[src/rtl/master_pkg.sv]
// rtl/master_pkg.sv - shared state encodings and quarter-phase constants for the I2C master
package master_pkg;

    typedef enum logic [3:0] {
        ST_IDLE      = 4'd0,
        ST_START     = 4'd1,
        ST_ADDR      = 4'd2,
        ST_ADDR_ACK  = 4'd3,
        ST_WRITE     = 4'd4,
        ST_WRITE_ACK = 4'd5,
        ST_READ      = 4'd6,
        ST_READ_ACK  = 4'd7,
        ST_STOP      = 4'd8
    } master_state_t;

    localparam logic [1:0] Q0 = 2'd0;
    localparam logic [1:0] Q1 = 2'd1;
    localparam logic [1:0] Q2 = 2'd2;
    localparam logic [1:0] Q3 = 2'd3;

    localparam logic [2:0] LAST_BIT = 3'd7;

endpackage

[src/rtl/master_qtick.sv]
// rtl/master_qtick.sv - quarter-period tick generator; MASTER_CLK_STRETCH_EN enables q2 freeze on low SCL
module master_qtick
    import master_pkg::*;
#(
    parameter int CLK_DIV = 16
) (
    input  logic       clk,
    input  logic       rst_n,
    input  logic       run,
    input  logic       scl_in,
    output logic       tick,
    output logic [1:0] q
);

    localparam logic [7:0] DIV_LAST = 8'(CLK_DIV - 1);

    logic [7:0] div;
    logic       hold;

`ifdef MASTER_CLK_STRETCH_EN
    // a slave holding SCL low during our high phase stretches the bit
    assign hold = (q == Q2) && !scl_in;
`else
    logic unused_scl_in;
    assign unused_scl_in = scl_in;
    assign hold          = 1'b0;
`endif

    assign tick = run && !hold && (div == DIV_LAST);

    // divider and quarter counter, parked at zero whenever the master is idle
    always_ff @(posedge clk or negedge rst_n) begin
        if (!rst_n) begin
            div <= '0;
            q   <= Q0;
        end else if (!run) begin
            div <= '0;
            q   <= Q0;
        end else if (tick) begin
            div <= '0;
            q   <= q + 2'd1;
        end else if (!hold) begin
            div <= div + 8'd1;
        end
    end

endmodule

[src/rtl/master_ctrl.sv]
// rtl/master_ctrl.sv - single-byte I2C master sequencer; MASTER_CLK_STRETCH_EN enables slave clock stretching
module master_ctrl
    import master_pkg::*;
#(
    parameter int CLK_DIV = 16
) (
    input  logic       fpga_clk,
    input  logic       master_reset,
    input  logic       master_req,
    input  logic [6:0] master_addr,
    input  logic       master_rd_wr,
    input  logic [7:0] master_wdata,
    output logic       master_busy,
    output logic       master_done,
    output logic       master_nack,
    output logic [7:0] master_rdata,
    output logic       master_scl,
    output logic       master_sda_out,
    output logic       master_tri_en,
    input  logic       master_sda_in,
    input  logic       master_scl_in
);

    master_state_t state, state_n;

    logic       tick;
    logic [1:0] q;
    logic       accept;
    logic       bit_end;
    logic [2:0] bit_cnt;
    logic [6:0] addr_q;
    logic       rd_wr_q;
    logic [7:0] wdata_q;
    logic [7:0] addr_byte;
    logic [7:0] rx_shift;
    logic       nack_flag;
    logic       tx_bit;
    logic       sda_q;
    logic       tri_q;

    assign accept      = (state == ST_IDLE) && master_req;
    assign bit_end     = tick && (q == Q3);
    assign master_busy = (state != ST_IDLE);
    assign addr_byte   = {addr_q, rd_wr_q};
    // bits go out MSB first, so bit_cnt 0 selects bit 7
    assign tx_bit      = (state == ST_ADDR) ? addr_byte[~bit_cnt] : wdata_q[~bit_cnt];

    assign master_sda_out = sda_q;
    assign master_tri_en  = tri_q;

    master_qtick #(
        .CLK_DIV (CLK_DIV)
    ) u_qtick (
        .clk    (fpga_clk),
        .rst_n  (master_reset),
        .run    (master_busy),
        .scl_in (master_scl_in),
        .tick   (tick),
        .q      (q)
    );

    // state register
    always_ff @(posedge fpga_clk or negedge master_reset) begin
        if (!master_reset) state <= ST_IDLE;
        else               state <= state_n;
    end

    // next state: every move after START happens at the end of a bit period
    always_comb begin
        state_n = state;
        case (state)
            ST_IDLE:      if (master_req) state_n = ST_START;
            ST_START:     if (bit_end) state_n = ST_ADDR;
            ST_ADDR:      if (bit_end && bit_cnt == LAST_BIT) state_n = ST_ADDR_ACK;
            ST_ADDR_ACK:  if (bit_end) state_n = master_sda_in ? ST_STOP : (rd_wr_q ? ST_READ : ST_WRITE);
            ST_WRITE:     if (bit_end && bit_cnt == LAST_BIT) state_n = ST_WRITE_ACK;
            ST_WRITE_ACK: if (bit_end) state_n = ST_STOP;
            ST_READ:      if (bit_end && bit_cnt == LAST_BIT) state_n = ST_READ_ACK;
            ST_READ_ACK:  if (bit_end) state_n = ST_STOP;
            ST_STOP:      if (bit_end) state_n = ST_IDLE;
            default:      state_n = ST_IDLE;
        endcase
    end

    // SCL follows the quarter phase; idle and START keep it high, STOP lifts it after q0
    always_comb begin
        master_scl = 1'b1;
        case (state)
            ST_IDLE, ST_START: master_scl = 1'b1;
            ST_STOP:           master_scl = (q != Q0);
            default:           master_scl = (q == Q2) || (q == Q3);
        endcase
    end

    // SDA drive and release: each value takes effect on the tick that enters its quarter
    always_ff @(posedge fpga_clk or negedge master_reset) begin
        if (!master_reset) begin
            sda_q <= 1'b1;
            tri_q <= 1'b1;
        end else if (accept) begin
            sda_q <= 1'b1;
            tri_q <= 1'b0;
        end else if (tick) begin
            case (q)
                Q3: begin
                    if (state_n == ST_STOP) begin
                        sda_q <= 1'b0;
                        tri_q <= 1'b0;
                    end else if (state_n == ST_IDLE) begin
                        sda_q <= 1'b1;
                        tri_q <= 1'b1;
                    end
                end
                Q0: begin
                    case (state)
                        ST_ADDR, ST_WRITE: begin
                            sda_q <= tx_bit;
                            tri_q <= 1'b0;
                        end
                        ST_ADDR_ACK, ST_WRITE_ACK, ST_READ: begin
                            sda_q <= 1'b1;
                            tri_q <= 1'b1;
                        end
                        ST_READ_ACK: begin
                            sda_q <= 1'b1;
                            tri_q <= 1'b0;
                        end
                        default: ;
                    endcase
                end
                Q1: begin
                    if (state == ST_START)     sda_q <= 1'b0;
                    else if (state == ST_STOP) sda_q <= 1'b1;
                end
                default: ;
            endcase
        end
    end

    // request capture, bit counting, read shifting and result registers
    always_ff @(posedge fpga_clk or negedge master_reset) begin
        if (!master_reset) begin
            addr_q       <= '0;
            rd_wr_q      <= 1'b0;
            wdata_q      <= '0;
            bit_cnt      <= '0;
            rx_shift     <= '0;
            nack_flag    <= 1'b0;
            master_done  <= 1'b0;
            master_nack  <= 1'b0;
            master_rdata <= 8'h00;
        end else begin
            master_done <= 1'b0;
            if (accept) begin
                addr_q    <= master_addr;
                rd_wr_q   <= master_rd_wr;
                wdata_q   <= master_wdata;
                bit_cnt   <= '0;
                nack_flag <= 1'b0;
            end
            if (bit_end) begin
                case (state)
                    ST_ADDR, ST_WRITE: bit_cnt <= bit_cnt + 3'd1;
                    ST_READ: begin
                        bit_cnt  <= bit_cnt + 3'd1;
                        rx_shift <= {rx_shift[6:0], master_sda_in};
                    end
                    ST_ADDR_ACK, ST_WRITE_ACK: if (master_sda_in) nack_flag <= 1'b1;
                    ST_STOP: begin
                        master_done <= 1'b1;
                        master_nack <= nack_flag;
                        // only a read whose address was acknowledged produced data
                        if (rd_wr_q && !nack_flag) master_rdata <= rx_shift;
                    end
                    default: ;
                endcase
            end
        end
    end

endmodule

[config.mk]
export PLATFORM = sky130hd
export DESIGN_NAME = master_ctrl
export DESIGN_NICKNAME = d
export VERILOG_FILES = /design/src/rtl/master_pkg.sv /design/src/rtl/master_qtick.sv /design/src/rtl/master_ctrl.sv
export SDC_FILE = /design/constraint.sdc
export NUM_CORES = 1
export LEC_CHECK = 0
export CAP_MARGIN = 20
export CORE_UTILIZATION = 55
export CTS_BUF_LIST = sky130_fd_sc_hd__clkbuf_4 sky130_fd_sc_hd__clkbuf_8 sky130_fd_sc_hd__clkbuf_16
export DETAILED_ROUTE_END_ITERATION = 8
export PLACE_DENSITY = 0.82
export SKIP_LAST_GASP = 1
export SYNTH_ARGS = -nofsm -noshare
export SYNTH_HDL_FRONTEND = slang
export SYNTH_SLANG_ARGS = --single-unit
[constraint.sdc]
create_clock -name fpga_clk -period 5.2 [get_ports fpga_clk]
set_clock_uncertainty 0.05 [all_clocks]
set_input_delay 0.52 -clock fpga_clk [delete_from_list [all_inputs] [get_ports fpga_clk]]
set_output_delay 0.52 -clock fpga_clk [all_outputs]
set_load 0.005 [all_outputs]
Word-level counts from Yosys, hierarchy flattened
Index checks and enable logic that the tools add are counted.
Widths: inputs -> output; s select.

operators by class
  $add $sub $neg = 3
  order comparisons = 1
  equal/unequal tests = 19
  multiplexer cells = 42
  bitwise logic cells = 1
  reduce and logical (&&, ||, !) cells = 28

operators with widths
  kind                 number
  $mux 4               9
  $pmux 4 s8           1
  $mux 1               17
  $eq 4x3->1 const B   4
  $mux 8               2
  $ne 4x4->1 const B   3
  $mux 3               3
  $reduce_or 3->1      3
  $add 8x1->8 const B  1
  $eq 4x2->1 const B   2
  $eq 4x4->1 const B   2
  $eq 8x4->1 const B   1
  $logic_not 4->1      2
  $pmux 1 s2           4
  $reduce_bool 4->1    2
  $reduce_or 2->1      4
  $bmux 1 s3           2
  $mux 2               3
  $logic_and 1x1->1    5
  $reduce_and 5->1     1
  $eq 2x2->1 const B   2
  $eq 4x1->1 const B   1
  $lt 3x4->1 const B   1
  $ne 4x2->1 const B   1
  16 further kinds     18

storage, ports and cells
  bits in registers = 54
  input port bits = 21
  output and inout port bits = 14
  logic and storage cells = 108

Longest topological paths before layout
  depth in word-level cells = 12
  gate-level depth with buffers = 8
  mapped depth without buffers = 7

Modules after synthesis
From an unflattened synthesis, not the netlist that was laid out.

second synthesis, totals
  cells, all modules = 221
  area, all modules = 2,590.0 sq um

by module, submodules not included
  module        times used  cells each  area each (sq um)
  master_ctrl   1           169         2,103.3
  master_qtick  1           52          486.7

Worst setup path before layout
No wires, ideal clock.

  kind = reg-to-reg
  from = register u_qtick.div[0]
  to = register master_rdata[0]
  setup time = 0.125 ns
  arrival = 1.967 ns
  data required time = 5.025 ns
  path slack = 3.059 ns
  stages on the path, launching flop included = 9
  cell sequence = dfrtp_1 > ha_1 > and3_1 > clkbuf_1 > nand3_1 > nor3_2 > and3b_1 > buf_4 > mux2_2

on the way
  longest elaborated chain between the ends = 4

ends and longest elaborated chain
  item                        RTL line            RTL
  start: declaration          master_qtick.sv:17  logic [7:0] div;
  start signal: assignment    master_qtick.sv:43  div <= div + 8'd1;
  $eq 8x4->1                  master_qtick.sv:29  assign tick = run && !hold && (div == DIV_LAST);
  $logic_and 1x1->1           master_qtick.sv:29
  $logic_and 1x1->1           master_ctrl.sv:42   assign bit_end = tick && (q == Q3);
  $reduce_and 3->1 (no line)  n/a
  end signal: assignment      master_ctrl.sv:173  if (rd_wr_q && !nack_flag) master_rdata <= rx_shift;
  end: declaration            master_ctrl.sv:16   output logic [7:0] master_rdata,

Every way passes these cells.
A chain may end at the register's enable or synchronous reset.

Worst setup path after layout
  from = register state[0]
  to = register sda_q, in the netlist master_sda_out

on the way
  longest elaborated chain between the ends = 11
  elaborated cells between the ends (all ways) = 41
  those cells by class = eq/ne (12); mux (16); reduce/logical (13)

ends and longest elaborated chain
  item                              RTL line                                                 RTL
  start: declaration                master_ctrl.sv:24                                        master_state_t state, state_n;
  start signal: assignment          master_ctrl.sv:65                                        else state <= state_n;
  $reduce_bool 4->1                 master_ctrl.sv:43                                        assign master_busy = (state != ST_IDLE);
  $logic_and 1x1->1                 master_qtick.sv:29
  $logic_and 1x1->1                 master_ctrl.sv:42
  $logic_and 1x1->1                 master_ctrl.sv:74, master_ctrl.sv:76, master_ctrl.sv:78
  $mux 4, on equally long branches  master_ctrl.sv:78, master_ctrl.sv:74, master_ctrl.sv:76
  $pmux 4 s8 *                      master_ctrl.sv:71                                        case (state)
  via state_n[0]                    master_ctrl.sv:24
  $eq 4x4->1                        master_ctrl.sv:106                                       if (state_n == ST_STOP) begin
  $mux 1                            master_ctrl.sv:106
  $pmux 1 s3                        master_ctrl.sv:104                                       case (q)
  $mux 1                            master_ctrl.sv:103                                       end else if (tick) begin
  $mux 1                            master_ctrl.sv:100                                       end else if (accept) begin
  end signal: assignment            master_ctrl.sv:117                                       sda_q <= tx_bit;
  end: declaration                  master_ctrl.sv:38                                        logic sda_q;

Mark *: on every way through the listed nets, which the timed path passes. The rest lies on a longest branch. The select of a mux whose other input is x is not followed.

==> flow_summary.ini <==
[synthesis]
seq_area_frac_synth_pct = 49.8
synth_cell_types = 51
avgSynthCellArea_sq_um = 12.2
synth_top_cell_by_area = dfrtp_1
synthXorXnorAreaFrac_pct = 2.58
ys.flop_type = dfrtp_1
synth_compound_area_share_pct = 7.87
synth_top_area_share_pct = 47.9
synth_top_family_by_area = multiplexers
synth-seq-cells = 54
synthCells = 223
synth_edf_count = 0
synthSimpleGateAreaFrac_pct = 13.3
syn-cell-area_sq_um = 2720
synthMuxAreaShare_pct = 19.8
yosys-top-cells-count = dfrtp_1 (52), mux2_2 (29), nor2_1 (16)
yosysMostFrequentCell = dfrtp_1
synthArstFlopShare_pct = 100
synth_fa_ha_area_share_pct = 3.22
yosysWarnings = 0
netlist_top_cells_area = dfrtp_1 (48%), mux2_2 (12%), mux4_2 (3.3%)
synth_nets = 251

[worst_setup_path]
start_kind = flip-flop
critPathMaxFanout = 21
crit_type = flip-flop to flip-flop
cp-end-kind = flip-flop
worstPathRequired_ns = 5.39
arrival_ns = 2.91

[detailed_routing]
wire_per_inst_um = 14.4
via_count = 1781
avgViaCountPerCell = 5.58
drtAntennaViolNets = 0
first_pass_iters = 4
drtIter0Drc = 105
detail_route.wirelength_um = 4610
drc_errors = 0

[floorplanning]
die_h_um = 72.3
core-area_sq_um = 4750
die-width_um = 72.3
ios = 35
dieArea_sq_um = 5230
initial_core_util_pct = 57.2
row_count = 25

[cells_and_area]
final_nets = 279
postLayoutCoreUtil_pct = 67.0
layout-drive-gt1-share_pct = 24.2
syn_to_final_growth_pct = 17.2
fill_cells = 391
antenna_cells = 0
final_cell_count_no_fill = 319

[clock_tree]
postCtsSetupRepairBufs = 0
cts-root-buf = clkbuf_8
cts_buffers = 5
htreeDepth = 2
cts.path.max_buffers = 2
path_clk_slew_ns = 0.09
cts_tree = done
cts.sinks = 54
insertion_delay_ns = 0.31
holdBufCountCts = 0
ctsResizeCount = 0

[pwr]
internal-power_uw = 579
p_sw_share_pct = 20.3
switchingPower_uw = 147
power_leakage_uw = 0.00148
seq_power_share_pct = 57.8
clockPowerShare_pct = 39.0
peakVddDrop_mv = 0.130
powerDensity_nw_per_um2 = 228
p_comb_share_pct = 3.3

[placed_design]
dp.cells = 311
dpl.hpwl_um = 3180
gp_congestion = 0.863
port_buffers = 33

[sta]
max_freq_mhz = 368
worst_pin_slew_ns = 0.869
setup-violations-final = 0
hold_viol = 0
min_period_ns = 2.72
rsz0062_at_grt = no
fin_crit_sh_pct = 52.3
setup_tns_ns = 0
relSlewSlack_pct = 41.9
holdWs_ns = 0.266
slew_viol_final = 0

[global_route]
antenna_found_initial = 0
grt_pass1_vias = 1694
grt_pass1_wl_um = 7990
grt_start_max_net_pins = 55
gr-usage-all-layers_pct = 19.9
gr-total-overflow = 0

[run_status]
status = finished clean

[hold_path]
hp-class = input pin to async pin

[flow_run]
drv_cap = 0
[sequential cells by signal, indices dropped and copies added, names as in the netlist]
signal          cells
u_qtick.q           2
master_done         1
wdata_q             8
nack_flag           1
state               4
master_sda_out      1
rx_shift            8
rd_wr_q             1
addr_q              7
u_qtick.div         8
master_rdata        8
bit_cnt             3
master_tri_en       1
master_nack         1
[cells by family (layout without fill, tap and decap cells)]
| group | Yosys count | in the layout |
|---|---|---|
| buf+inv | 20 | 49 |
| flops | 54 | 54 |
| fa+ha+maj | 7 | 7 |
| compound gates | 27 | 27 |
| simple gates | 63 | 63 |
| xor+xnor | 8 | 8 |
| mux | 44 | 44 |
[power groups by stage]
stage / Combinational, uW / Clock [uW] / Sequential [uW]
after floorplan: 0.864 / 0 / 428
after global placement: 24.6 / 0 / 428
after detailed placement: 24.6 / 0 / 428
after CTS: 24.7 / 291 / 420
after global routing: 26.8 / 311 / 420
final: 23.8 / 283 / 420
[area by class of cell]
type,instances,area (sq um),area share [%]
Clock buffer,5,68.8,2.16
Clock inverter,3,48.8,1.53
Inverter,7,26.3,0.824
Multi-Input combinational cell,149,1270,39.9
Sequential cell,54,1350,42.5
Tap cell,67,83.8,2.63
Timing Repair Buffer,34,333,10.4
[critical path, stage by stage, from the launching register on]
cell	delay (ns)
dfrtp_1	0.54
nor4_4	0.59
nand2_1	0.65
o211ai_2	0.27
or2_4	0.18
o31ai_4	0.05
mux2_4	0.30
[cells in the final DEF (no fill, tap or decap), types with 2 or more instances in the layout]
cell type        Yosys  routed
a21oi_1              7       7
a22oi_1              2       2
a32oi_1              2       2
and3_1               3       3
clkbuf_8             0       5
clkdlybuf4s50_1      0      32
dfrtp_1             52      52
dfstp_2              2       2
ha_1                 7       7
inv_1                7       7
mux2_1               6       6
mux2_2              29      29
mux2i_1              4       4
mux4_2               4       4
nand2_1             12      12
nand2b_1             4       4
nand3_1              9       9
nor2_1              16      16
nor3_1               2       2
o21ai_0              5       5
or2_2                2       2
xnor2_1              4       4
xor2_1               4       4
[worst paths after layout]
check	end	slack, ns	cells after the start	from
min in group fpga_clk	master_tri_en$_DFFE_PN1P_	0.42	2	master_tri_en$_DFFE_PN1P_
max in group asynchronous	u_qtick.div[2]$_DFF_PN0_	4.39	2	master_reset
max	master_sda_out$_DFFE_PN1P_	2.48	6	state[0]$_DFF_PN0_
max reg2reg	master_sda_out$_DFFE_PN1P_	2.48	6	state[0]$_DFF_PN0_
min	u_qtick.q[0]$_DFFE_PN0P_	0.27	2	master_reset
min reg2reg	master_tri_en$_DFFE_PN1P_	0.42	2	master_tri_en$_DFFE_PN1P_
[per-layer routing]
layer | track usage [%] | part of all wire [%] | vias up
met5 | 0 | 0 | -
met1 | 25.6 | 43 | 885
met3 | 4.72 | 3.8 | 9
met4 | 5.88 | 1.6 | 0
li1 | - | - | 848
met2 | 33.6 | 52 | 39
[metrics by stage]
step | worst slack, ns | area [sq um] | total power (uW)
2_1_floorplan | 3.06 | 2720 | 429
3_3_place_gp | 2.33 | 3070 | 452
3_5_place_dp | 2.29 | 3070 | 453
4_1_cts | 2.48 | 3190 | 736
5_1_grt | 2.32 | 3190 | 758
6_report | 2.48 | 3190 | 726
Note: power is estimated with default switching activity, not from simulation.
